$ cat config.mk
export PLATFORM = sky130hd
export DESIGN_NAME = tx_frame_ctrl
export DESIGN_NICKNAME = d
export VERILOG_FILES = /design/src/rtl/tx_pkg.sv /design/src/rtl/tx_frame_ctrl.sv
export SDC_FILE = /design/constraint.sdc
export NUM_CORES = 1
export LEC_CHECK = 0
export CAP_MARGIN = 20
export CORE_ASPECT_RATIO = 2
export CORE_MARGIN = 3
export CORE_UTILIZATION = 54
export CTS_BUF_LIST = sky130_fd_sc_hd__clkbuf_4 sky130_fd_sc_hd__clkbuf_8
export DETAILED_ROUTE_END_ITERATION = 7
export GPL_ROUTABILITY_DRIVEN = 1
export PLACE_DENSITY = 0.83
export SLEW_MARGIN = 20
export SYNTH_ARGS = -nofsm -noshare
export SYNTH_HDL_FRONTEND = slang
export SYNTH_SLANG_ARGS = --single-unit
$ cat constraint.sdc
create_clock -name s_axi_aclk -period 3.6 [get_ports s_axi_aclk]
set_input_delay 0.54 -clock s_axi_aclk [delete_from_list [all_inputs] [get_ports s_axi_aclk]]
set_output_delay 0.54 -clock s_axi_aclk [all_outputs]
set_load 0.05 [all_outputs]
$ cat src/rtl/tx_pkg.sv
// Shared encodings and defaults for the TX frame scheduler.
// The header constant is only consumed when TX_FRAME_CTRL_HDR_EN is defined.
package tx_pkg;

    localparam int TX_DATA_WIDTH = 32;
    localparam int TX_LEN_WIDTH  = 16;

    localparam logic [15:0] TX_HDR_MAGIC = 16'hA5C3;

    typedef enum logic [2:0] {
        ST_IDLE = 3'd0,
        ST_LOAD = 3'd1,
        ST_DATA = 3'd2,
        ST_GAP  = 3'd3,
        ST_DONE = 3'd4
    } tx_state_e;

endpackage

$ cat src/rtl/tx_frame_ctrl.sv
// Frame scheduler: slices the PRBS word stream into SOF/TLAST-delimited AXI-Stream frames.
// Define TX_FRAME_CTRL_HDR_EN to replace the first beat of every frame with a header word.
//
// state | meaning
// IDLE  | waiting for i_start
// LOAD  | capture run config, reseed PRBS, clear frame count
// DATA  | issuing beats of the current frame
// GAP   | idle cycles between frames
// DONE  | run finished, waiting for i_start to drop
module tx_frame_ctrl
    import tx_pkg::*;
#(
    parameter int C_DATA_WIDTH = TX_DATA_WIDTH,
    parameter int C_LEN_WIDTH  = TX_LEN_WIDTH
) (
    input  logic                    s_axi_aclk,
    input  logic                    s_axi_aresetn,
    input  logic                    i_start,
    input  logic [C_LEN_WIDTH-1:0]  i_frame_len,
    input  logic [C_LEN_WIDTH-1:0]  i_gap_len,
    input  logic [C_LEN_WIDTH-1:0]  i_num_frames,
    output logic                    o_prbs_load,
    output logic                    o_prbs_step,
    input  logic [C_DATA_WIDTH-1:0] i_prbs_data,
    input  logic                    m_axis_tready,
    output logic                    m_axis_tvalid,
    output logic                    m_axis_sof,
    output logic                    m_axis_tlast,
    output logic [C_DATA_WIDTH-1:0] m_axis_tdata,
    output logic                    o_busy,
    output logic                    o_done,
    output logic [C_LEN_WIDTH-1:0]  o_frame_cnt
);

    localparam logic [C_LEN_WIDTH-1:0] ONE = C_LEN_WIDTH'(1);

    tx_state_e               state;
    logic [C_LEN_WIDTH-1:0]  len_q;
    logic [C_LEN_WIDTH-1:0]  gap_q;
    logic [C_LEN_WIDTH-1:0]  num_q;
    logic [C_LEN_WIDTH-1:0]  beats_left;
    logic [C_LEN_WIDTH-1:0]  gap_left;
    logic [C_LEN_WIDTH-1:0]  frame_cnt;
    logic                    first_q;
    logic                    stop_q;
    logic                    load_q;
    logic                    tvalid_q;
    logic                    sof_q;
    logic                    tlast_q;
    logic [C_DATA_WIDTH-1:0] tdata_q;

    logic                    issue;
    logic                    hs;
    logic                    frame_end;
    logic                    run_complete;
    logic [C_LEN_WIDTH-1:0]  len_eff;
    logic [C_LEN_WIDTH-1:0]  cnt_inc;
    logic [C_DATA_WIDTH-1:0] beat_data;

    assign hs           = tvalid_q && m_axis_tready;
    assign issue        = (state == ST_DATA) && (beats_left != '0) && (!tvalid_q || m_axis_tready);
    assign frame_end    = (state == ST_DATA) && hs && tlast_q;
    assign len_eff      = (i_frame_len == '0) ? ONE : i_frame_len;
    assign cnt_inc      = frame_cnt + ONE;
    assign run_complete = (num_q != '0) && (cnt_inc == num_q);

`ifdef TX_FRAME_CTRL_HDR_EN
    // The header beat carries the index of the frame it opens and consumes no PRBS word.
    assign beat_data   = first_q ? C_DATA_WIDTH'({TX_HDR_MAGIC, 16'(frame_cnt)}) : i_prbs_data;
    assign o_prbs_step = issue && !first_q;
`else
    assign beat_data   = i_prbs_data;
    assign o_prbs_step = issue;
`endif

    always_ff @(posedge s_axi_aclk) begin
        if (!s_axi_aresetn) begin
            state      <= ST_IDLE;
            len_q      <= '0;
            gap_q      <= '0;
            num_q      <= '0;
            beats_left <= '0;
            gap_left   <= '0;
            frame_cnt  <= '0;
            first_q    <= 1'b0;
            stop_q     <= 1'b0;
            load_q     <= 1'b0;
            tvalid_q   <= 1'b0;
            sof_q      <= 1'b0;
            tlast_q    <= 1'b0;
            tdata_q    <= '0;
        end else begin
            load_q <= 1'b0;

            if (issue) begin
                tdata_q    <= beat_data;
                tvalid_q   <= 1'b1;
                sof_q      <= first_q;
                tlast_q    <= (beats_left == ONE);
                beats_left <= beats_left - ONE;
                first_q    <= 1'b0;
            end else if (hs) begin
                tvalid_q <= 1'b0;
                sof_q    <= 1'b0;
                tlast_q  <= 1'b0;
            end

            unique case (state)
                ST_IDLE: begin
                    if (i_start) begin
                        state  <= ST_LOAD;
                        load_q <= 1'b1;
                    end
                end
                ST_LOAD: begin
                    len_q      <= len_eff;
                    gap_q      <= i_gap_len;
                    num_q      <= i_num_frames;
                    frame_cnt  <= '0;
                    beats_left <= len_eff;
                    first_q    <= 1'b1;
                    state      <= ST_DATA;
                end
                ST_DATA: begin
                    // i_start is only honoured here, at a frame boundary.
                    if (frame_end) begin
                        frame_cnt <= cnt_inc;
                        if (run_complete || !i_start) begin
                            state <= ST_DONE;
                        end else if (gap_q != '0) begin
                            state    <= ST_GAP;
                            gap_left <= gap_q;
                            stop_q   <= 1'b0;
                        end else begin
                            beats_left <= len_q;
                            first_q    <= 1'b1;
                        end
                    end
                end
                ST_GAP: begin
                    if (!i_start) begin
                        stop_q <= 1'b1;
                    end
                    if (gap_left == ONE) begin
                        if (stop_q || !i_start) begin
                            state <= ST_DONE;
                        end else begin
                            state      <= ST_DATA;
                            beats_left <= len_q;
                            first_q    <= 1'b1;
                        end
                    end else begin
                        gap_left <= gap_left - ONE;
                    end
                end
                ST_DONE: begin
                    if (!i_start) begin
                        state <= ST_IDLE;
                    end
                end
                default: state <= ST_IDLE;
            endcase
        end
    end

    assign o_prbs_load   = load_q;
    assign m_axis_tvalid = tvalid_q;
    assign m_axis_sof    = sof_q;
    assign m_axis_tlast  = tlast_q;
    assign m_axis_tdata  = tdata_q;
    assign o_busy        = (state != ST_IDLE);
    assign o_done        = (state == ST_DONE);
    assign o_frame_cnt   = frame_cnt;

endmodule

==> metrics.yaml <==
rows: 58
startpoint_type: "register"
postCtsResizedCells: 0
diodes: 0
dpl.hpwl_um: 13800
overflow: 0
grt_pass1_wl_um: 32900
post_cts.repair.setup_buffers: 0
hp-class: "reg -> reg"
synth_top_area_frac: 0.388
ys.flop_type: "dfxtp_1"
pin_count: 139
clock_skew_ps: 9.26
fmax_mhz: 294
yosysWarnings: 0
crit_fanout: 39
wirelength_um: 19900
max-vdd-ir-drop_mv: 0.437
min_period_ps: 3400
fin_nets: 1134
final-setup-viol-count: 0
crit_family: "simple AND/OR/NAND/NOR gates"
tightest_slew_ps: 731
rsz0062_at_grt: "no"
gp_congestion: 0.979
drt_iter0_markers: 374
antenna_found_initial: 0
cp_slowest_cell: "or4_1"
power.density_nw_per_um2: 681
ctsLongestPathBuffers: 2
crit_arrival_ps: 2860
path_buf_inv: 2
cts_buffers: 17
core_area_um2: 12700
routedWlPerCell_um: 16.5
outcome: "complete, no violations"
cts_sinks: 137
grt_pass1_vias: 7114
setup_slack_ps: 198
finalHoldViolCount: 0
initial_core_util: 0.557
via_count: 7242
yosys_register_bits: 137
met3_usage: 0.0524
final_antenna_net_count: 0
cts_root_buf: "clkbuf_8"
vias_per_cell: 6.00
crit_chain: "or4_1 > or3_1 > o41a_1 > nand2_2 > inv_2 > buf_12"
finalCritPeriodShare: 0.945
globalRouteMet1Util: 0.293
syn_area_per_cell_um2: 7.59
grt.total_usage: 0.276
p_leak_nw: 3.28
slowest_delay_ps: 580
post-route-drc-count: 0
finalMaxSlewViolations: 0
cts_tree: "done"
syn_to_final_growth_pct: 26.6
cp.required_ps: 3060
max_slew_margin: 0.512
die_w_um: 86.9
yosys.cell_count.top_type: "nand2_1"
synth_area_leaders: "dfxtp_1 (39%), nand2_1 (11%), a21oi_1 (9.2%)"
synthDistinctLibCells: 67
layout-drive-gt1-share: 0.0747
async_flop_share: 0
die-area_um2: 14600
maxCapViolations: 0
cts_htree_levels: 4
synth_nets: 1022
grt_max_degree: 89
synthTopCellsByCount: "nand2_1 (201), dfxtp_1 (137), a21oi_1 (130)"
top_usage_layer: "met2"
yosys.area.top_type: "dfxtp_1"
port_buffers: 138
grtUsageMet2: 0.497
finalCoreUtilization: 0.706
die_h_um: 168
hold_ws_ps: 453
syn_inst: 932
tns_ps: 0
syn_area_um2: 7080
critPathCaptureType: "primary output"
pre_cts_ws_ps: 388
insertion_delay_ps: 450
postCtsHoldBufs: 0
worstSetupPathType: "reg -> out"
dr.pass1.iters: 5
clkTransAtPathRegs_ps: 80
fill_cells: 1045
synth_edf_count: 0
ys_seq_area_frac: 0.388
-- worst min-delay path: stages (launching register included) --
cell     delay (ps)
dfxtp_1         310
nand2_1          50
a21oi_1          50
-- final timing paths --
kind,startpoint,to,slack (ps),cells after the start
worst max-delay path,beats_left[10],o_prbs_step,200,6
worst min-delay path,m_axis_tdata[21],m_axis_tdata[21],450,2
worst max register to register,o_frame_cnt[0],gap_left[0],320,11
worst min register to register,m_axis_tdata[21],m_axis_tdata[21],450,2
-- through the flow --
step,total power (W),area (um^2),instances
2_1_floorplan,0.00397,7080,932
3_3_place_gp,0.00471,8550,1175
3_5_place_dp,0.00477,8550,1175
4_1_cts,0.00610,8960,1207
5_1_grt,0.00648,8960,1207
6_report,0.00611,8960,1207
-- cells in the final DEF, fill, tap and decap left out, types with 7 or more instances in the layout --
master             n
nor2_1            62
nand3_1           19
clkdlybuf4s50_1  137
a21oi_1          130
a31oi_1            8
nand4_1           16
nor3_1            24
o211ai_1           7
or3_1             12
nand2_1          201
xnor2_1           23
xor2_1            12
o21ai_0           35
inv_1              8
o22ai_1           12
nor4_1            20
o31ai_1            7
buf_4             22
mux2i_1           20
dfxtp_1          137
clkbuf_8          17
o21a_1             7
-- sequential cells by signal, indices dropped and copies added (netlist names), 3 cells and up --
| signal | count |
|---|---|
| m_axis_tdata | 32 |
| beats_left | 16 |
| gap_q | 16 |
| gap_left | 16 |
| state | 3 |
| num_q | 16 |
| len_q | 16 |
| o_frame_cnt | 16 |
-- area by class of cell --
class	instances	area, um^2	share of cell area
clock buffers	18	241	0.0269
clock inverters	14	174	0.0194
inverters	10	38.8	0.00433
multi-input cells	717	4000	0.446
flip-flops and latches	137	2740	0.306
well taps	150	188	0.0209
repair buffers	161	1580	0.176
-- power by group --
| part | switching (W) | internal, W | total [W] |
|---|---|---|---|
| Clock | 0.000638 | 0.000698 | 0.00134 |
| Sequential | 0.000245 | 0.00181 | 0.00206 |
| Combinational | 0.00170 | 0.00101 | 0.00271 |
| Total | 0.00258 | 0.00352 | 0.00611 |
-- per-layer routing --
layer	vias up	wire (um)
li1	3525	-
met1	3339	7200
met2	307	10600
met3	71	1230
met4	0	821
met5	-	0
-- cells by family after synthesis --
logic type,synth area share
muxes,0.0299
AOI/OAI and AO/OA,0.219
buffers and inverters,0.0485
DFF,0.388
adders and majority gates,0.0106
and+or+nand+nor,0.261
xor gates and xnor gates,0.0433
Note: power is estimated with default switching activity, not from simulation.
